===== config.mk =====
export PLATFORM = sky130hd
export DESIGN_NAME = ddr_req_queue_flat
export DESIGN_NICKNAME = d
export VERILOG_FILES = /design/src/rtl/ddr_req_queue_if.sv /design/src/rtl/ddr_req_queue.sv /design/src/flat_wrapper.sv
export SDC_FILE = /design/constraint.sdc
export NUM_CORES = 1
export LEC_CHECK = 0
export CORE_UTILIZATION = 55
export CTS_BUF_LIST = sky130_fd_sc_hd__clkbuf_16
export DETAILED_ROUTE_END_ITERATION = 16
export PLACE_DENSITY = 0.75
export SETUP_SLACK_MARGIN = 0.02
export SYNTH_ARGS = -nofsm -noshare
export SYNTH_HDL_FRONTEND = slang
export SYNTH_SLANG_ARGS = --single-unit

===== constraint.sdc =====
create_clock -name clock_n -period 18 [get_ports clock_n]
set_clock_uncertainty 0.15 [all_clocks]
set_input_delay 5.4 -clock clock_n [delete_from_list [all_inputs] [get_ports clock_n]]
set_output_delay 5.4 -clock clock_n [all_outputs]
set_load 0.02 [all_outputs]

===== src/rtl/ddr_req_queue_if.sv =====
// Host request channel into the DDR request queue: valid/ready handshake
// carrying one {addr, write data, direction} request per transfer.
interface ddr_req_queue_if;
  logic        req_valid;
  logic        req_ready;
  logic [31:0] req_addr;
  logic [63:0] req_data;
  logic        req_rw;

  modport master (
    output req_valid, req_addr, req_data, req_rw,
    input  req_ready
  );

  modport slave (
    input  req_valid, req_addr, req_data, req_rw,
    output req_ready
  );
endinterface


===== src/rtl/ddr_req_queue.sv =====
// In-order request FIFO plus issue sequencer; issues the head one edge after it lands in an empty queue.
// Backpressure: req_ready is low while full (no same-edge bypass); issue stalls on dev_busy and the post-issue gap.
module ddr_req_queue #(
  parameter int DEPTH   = 8,
  parameter int MIN_GAP = 8,
  parameter int CNT_W   = 16
) (
  input  logic                     clock_n,
  input  logic                     reset_n,
  ddr_req_queue_if.slave           req,
  input  logic                     dev_busy,
  output logic                     act_cmd,
  output logic [31:0]              phys_addr,
  output logic [63:0]              data_wr,
  output logic                     rw,
  output logic [$clog2(DEPTH):0]   q_count,
  output logic [CNT_W-1:0]         issued_cnt
);

  localparam int AW = $clog2(DEPTH);
  localparam int GW = (MIN_GAP > 0) ? $clog2(MIN_GAP + 1) : 1;

  typedef struct packed {
    logic [31:0] addr;
    logic [63:0] data;
    logic        rw;
  } req_t;

  typedef enum logic {
    IDLE = 1'b0,
    GAP  = 1'b1
  } state_t;

  req_t          mem [DEPTH];
  logic [AW-1:0] wr_ptr;
  logic [AW-1:0] rd_ptr;
  logic [AW:0]   count;
  logic [AW:0]   count_nxt;
  logic          ready_q;
  logic [GW-1:0] gap_cnt;
  state_t        state;
  logic          push;
  logic          pop;
  req_t          head;
  req_t          wr_ent;

  assign req.req_ready = ready_q;
  assign q_count       = count;
  assign head          = mem[rd_ptr];
  assign wr_ent        = '{addr: req.req_addr, data: req.req_data, rw: req.req_rw};

  always_comb begin
    push      = req.req_valid && ready_q;
    pop       = (state == IDLE) && (count != '0) && !dev_busy;
    count_nxt = count;
    if (push && !pop) begin
      count_nxt = count + 1'b1;
    end else if (pop && !push) begin
      count_nxt = count - 1'b1;
    end
  end

  // Storage is not reset; validity is tracked by the pointers and count.
  always_ff @(posedge clock_n) begin
    if (push) begin
      mem[wr_ptr] <= wr_ent;
    end
  end

  always_ff @(posedge clock_n) begin
    if (!reset_n) begin
      wr_ptr     <= '0;
      rd_ptr     <= '0;
      count      <= '0;
      ready_q    <= 1'b0;
      state      <= IDLE;
      gap_cnt    <= '0;
      act_cmd    <= 1'b0;
      phys_addr  <= '0;
      data_wr    <= '0;
      rw         <= 1'b0;
      issued_cnt <= '0;
    end else begin
      count   <= count_nxt;
      // Registered full flag: a pop on the full edge only reopens the next edge.
      ready_q <= (count_nxt != (AW+1)'(DEPTH));
      if (push) begin
        wr_ptr <= wr_ptr + 1'b1;
      end

      case (state)
        IDLE: begin
          act_cmd <= 1'b0;
          if (pop) begin
            act_cmd    <= 1'b1;
            phys_addr  <= head.addr;
            data_wr    <= head.data;
            rw         <= head.rw;
            rd_ptr     <= rd_ptr + 1'b1;
            issued_cnt <= issued_cnt + 1'b1;
            gap_cnt    <= GW'(MIN_GAP);
            state      <= GAP;
          end
        end
        GAP: begin
          act_cmd <= 1'b0;
          // Leaving on the edge that would count down to zero keeps pulses MIN_GAP+1 edges apart.
          if (gap_cnt <= GW'(1)) begin
            gap_cnt <= '0;
            state   <= IDLE;
          end else begin
            gap_cnt <= gap_cnt - GW'(1);
          end
        end
        default: begin
          act_cmd <= 1'b0;
          state   <= IDLE;
        end
      endcase
    end
  end

endmodule


===== src/flat_wrapper.sv =====
// flat-port wrapper written by rule: the top's interface ports become plain ports
module ddr_req_queue_flat 
#(
  parameter int DEPTH   = 8,
  parameter int MIN_GAP = 8,
  parameter int CNT_W   = 16
)
  (clock_n, reset_n, dev_busy, act_cmd, phys_addr, data_wr, rw, q_count, issued_cnt, req_req_valid, req_req_addr, req_req_data, req_req_rw, req_req_ready);
  ddr_req_queue_if req_i ();
  input  logic clock_n;
  input  logic reset_n;
  input  logic dev_busy;
  output logic act_cmd;
  output logic [31:0] phys_addr;
  output logic [63:0] data_wr;
  output logic rw;
  output logic [$clog2(DEPTH):0] q_count;
  output logic [CNT_W-1:0] issued_cnt;
  input wire logic [$bits(req_i.req_valid)-1:0] req_req_valid;
  input wire logic [$bits(req_i.req_addr)-1:0] req_req_addr;
  input wire logic [$bits(req_i.req_data)-1:0] req_req_data;
  input wire logic [$bits(req_i.req_rw)-1:0] req_req_rw;
  output wire logic [$bits(req_i.req_ready)-1:0] req_req_ready;
  assign req_i.req_valid = req_req_valid;
  assign req_i.req_addr = req_req_addr;
  assign req_i.req_data = req_req_data;
  assign req_i.req_rw = req_req_rw;
  assign req_req_ready = req_i.req_ready;
  ddr_req_queue #(.DEPTH(DEPTH), .MIN_GAP(MIN_GAP), .CNT_W(CNT_W)) u_core (.clock_n(clock_n), .reset_n(reset_n), .req(req_i), .dev_busy(dev_busy), .act_cmd(act_cmd), .phys_addr(phys_addr), .data_wr(data_wr), .rw(rw), .q_count(q_count), .issued_cnt(issued_cnt));
endmodule

# After elaboration in Yosys (flattened, before gate mapping)
# Memory sizes are Yosys's and may differ from the RTL's. A register that Yosys moved wholly into a read port is not among the register bits.
# Cells that the tools add are included.
# word_totals
memories,1
output_inout_bits,119
ff_bits,33
input_bits,101
elab_cells,41
ramBits,776
latch_bits,0
mem_bits_ro,0
# mem_list
name,words,width,read_ports,rd_ports_with_merged_regs,write_ports,line_no,text
u_core.mem,8,97,1,1,1,ddr_req_queue.sv:34,req_t mem [DEPTH];
# classes
order_cmp,1
div_mod_pow,0
addsub,6
eq_ne,2
bitwise,1
mux,11
mul,0
n_reduce_logical,11
n_shift,0
# op_table
cell,n
$add 16x1->16 const B,1
$mux 4,4
$pmux 4 s2,1
$sub 4x1->4 const B,2
$add 3x1->3 const B,2
$logic_and 1x1->1,5
$add 4x1->4 const B,1
$le 4x1->1 const B,1
$logic_not 1->1,4
$mux 1,4
$ne 4x4->1 const B,1
$pmux 1 s2,2
$reduce_bool 4->1,1
$ne 2x1->1 const B,1
$reduce_and 2->1,1
$not 1->1,1

# Longest topological paths before layout
# logic_depth
depth_word,7
mapped_depth,8
mapped_depth_nobuf,7

# Least setup slack after synthesis
# OpenSTA, ideal clock, no wires.
# synth_timing
kind,in2reg
startpoint,input port req_req_valid
endpoint,"memory u_core.mem[0][0] (netlist name), enable pin"
t_required_ps,17059
t_arrival_ps,14679
setup_time_ps,791
slack_ps,2380
n_path_buf,0
path_stages,2
path_cell_list,nand2_1 nor4_1
# synth_via
elab_chain_len,3
# synth_lines
item,line_no,text
"start, declared",flat_wrapper.sv:19,input wire logic [$bits(req_i.req_valid)-1:0] req_req_valid;
$logic_and 1x1->1,ddr_req_queue.sv:53,push = req.req_valid && ready_q;
$mux 1,ddr_req_queue.sv:65,if (push) begin
$mux 1 (implied by the code),ddr_req_queue.sv:66,mem[wr_ptr] <= wr_ent;
"end, declared",ddr_req_queue.sv:34,
# Every way passes these cells.

# Worst setup path after layout
# layout_timing
startpoint,input port req_req_valid
endpoint,"memory u_core.mem[4][38] (netlist name), enable pin"
# Same word-level chain as after synthesis.

==> results.yml <==
cts:
  cts.repair.resized: 0
  clockBufferDepth: 3
  numCtsBuffers: 89
  cts.sinks: 906
  cts_tree: "built"
  cts-root-buf: "clkbuf_16"
  clk_pin_slew_ns: 0.06
  hold_buffers: 0
  htreeDepth: 3
  post_cts_buffers: 0
  clkLatencyLatePin_ns: 0.64
placement:
  dpl.cell_count: 2568
  hpwl_um: 35000
  port_buffers: 219
  place_ws_ns: 8.51
  gp_congestion: 0.724
finish:
  final_cell_mix: "edfxtp_1, clkdlybuf4s50_1, mux4_2, dfxtp_1, nor2_1"
  layout-drive-gt1-share_pct: 18.2
  multi_input_area_mm2: 0.00734
  fill_cells: 3950
  seqCellArea_mm2: 0.0259
  num-nets-final: 1985
  stdcell_count: 2736
  final_common_cell: "edfxtp_1"
  area_growth_pct: 17.3
detailed_routing:
  ant_nets: 0
  drt_iter0_drc: 1102
  route.vias.total: 16205
  wl_per_cell_um: 24.6
  drc_errors: 0
  drt_wl_total_um: 67300
  drtPass1Iterations: 5
  vias_per_cell: 5.92
sta:
  hold_violations: 0
  period_share_pct: 48.6
  slew_headroom_pct: 17.4
  fmax_ghz: 0.114
  rsz0062_at_grt: "false"
  slew_violations: 0
  period_needed_ns: 8.74
  tns_ns: 0
  worst_slack_ns: 9.26
  tightest_slew_ns: 1.24
  setup_viol: 0
  whs_ns: 0.347
die:
  start_util_pct: 55.7
  io_pins: 220
  die_w_um: 249
  rows: 90
  fp.coreArea_mm2: 0.0604
  dieHeight_um: 249
  dieArea_mm2: 0.0621
logic_synthesis:
  synthFlopType: "edfxtp_1"
  syn_inst: 1635
  yosysUniqueCellTypes: 43
  ys_async_sr_fraction_pct: 0
  syn_nets: 1743
  yosysSeqAreaShare_pct: 77.1
  syn_avg_cell_area_um2: 20.6
  ys_ff_latch: 906
  syn_area_mm2: 0.0336
  synth-edff-count: 776
  ys_warn_count: 0
setup_path:
  cp_max_fo: 46
  critPathRequiredTime_ns: 18.10
  worstPathArrival_ns: 8.84
  critPathLaunchType: "input port"
  crit_type: "in2reg"
  endpoint_kind: "flip-flop"
global_routing:
  antenna_found_initial: 11
  grt_first_pass_wirelength_um: 104000
  grt_pass1_vias: 17128
  grt_max_degree: 206
  grt_overflow: 0
  grt_usage_pct: 22.3
pwr:
  p_leak_nw: 12.1
  ir_drop_uv: 108
  p_per_area_mw_per_mm2: 140
min_path:
  hold_class: "reg2reg"
outcome:
  status: "complete, no violations"
run:
  max_cap_violations: 0
## through the flow
| step | utilization (%) | instance area (µm²) | power [mW] |
|---|---|---|---|
| after floorplan | - | 33600 | 3.41 |
| after global placement | 60.8 | 36700 | 3.82 |
| after detailed placement | 60.8 | 36700 | 3.85 |
| after CTS | 65.3 | 39400 | 5.58 |
| after global routing | 65.4 | 39500 | 5.76 |
| final | 65.4 | 39500 | 5.52 |
## logic make-up after synthesis
family | synth area share (%)
XOR/XNOR | 0.469
flip-flops | 77.1
AO/OA/AOI/OAI | 2.65
buffers and inverters | 1.27
AND/OR/NAND/NOR | 2.41
adder cells (fa/ha/maj) | 0.261
multiplexers | 15.9
## registers in the layout, summed over array words and instances, names as in the netlist, 3 cells and up
| signal | flops |
|---|---|
| u_core.data_wr | 64 |
| u_core.gap_cnt | 4 |
| u_core.issued_cnt | 16 |
| u_core.mem | 776 |
| u_core.phys_addr | 32 |
| u_core.q_count | 4 |
| u_core.rd_ptr | 3 |
| u_core.wr_ptr | 3 |
## final cells by class
cell class                      count  share of cell area [%]
Sequential cell                   906                    65.7
Multi-Input combinational cell    627                    18.6
Timing Repair Buffer              245                    6.15
Clock buffer                       91                    5.77
Tap cell                          782                    2.48
Clock inverter                     73                    1.19
Inverter                            8                  0.0825
Antenna cell                        4                  0.0254
## synth_stat cells (2+ instances only)
master | count | area share, %
nand3_1 | 6 | 0.089
o21ai_0 | 5 | 0.074
dfxtp_1 | 130 | 7.7
xor2_1 | 6 | 0.16
nor4_1 | 4 | 0.074
buf_2 | 33 | 0.49
or3_1 | 4 | 0.074
and2_1 | 2 | 0.037
xnor2_1 | 12 | 0.31
mux4_2 | 194 | 13
mux2i_1 | 97 | 2.9
clkbuf_1 | 48 | 0.54
nand2_1 | 19 | 0.21
inv_1 | 8 | 0.089
nand2b_1 | 2 | 0.037
buf_1 | 12 | 0.13
nor3_1 | 6 | 0.089
a21oi_1 | 13 | 0.19
ha_1 | 7 | 0.26
o21ai_1 | 2 | 0.030
edfxtp_1 | 776 | 69
nor2_1 | 127 | 1.4
nand4_1 | 5 | 0.093
a211oi_1 | 98 | 2.2
## layer usage
metal	part of all wire, %	global-route usage (%)	up-vias
li1	-	-	7197
met1	41	30.0	8426
met2	50	36.5	460
met3	6.4	5.01	108
met4	2.1	7.44	14
met5	0.14	0	-
## critical path, cell delays in order
cell,delay (ns)
clkdlybuf4s50_1,0.53
and2_1,0.32
nand2_1,0.29
nor3_2,0.77
buf_4,0.75
buf_4,0.76
## path summary, 6_finish.rpt
kind,from,endpoint,slack (ns),cells past startpoint
setup / recovery,req_req_valid,u_core.mem[4][38],9.26,6
hold / removal,u_core.data_wr[3],u_core.data_wr[3],0.35,2
setup reg to reg,u_core.req.req_ready,u_core.mem[4][38],14.19,5
hold reg to reg,u_core.data_wr[3],u_core.data_wr[3],0.35,2
## power breakdown
group | internal, mW | switching [mW] | leakage (nW) | total, mW
logic | 0.593 | 0.624 | 2.62 | 1.22
clock network | 0.975 | 0.764 | 1.41 | 1.74
registers | 2.44 | 0.123 | 8.08 | 2.57
Note: power is estimated with default switching activity, not from simulation.
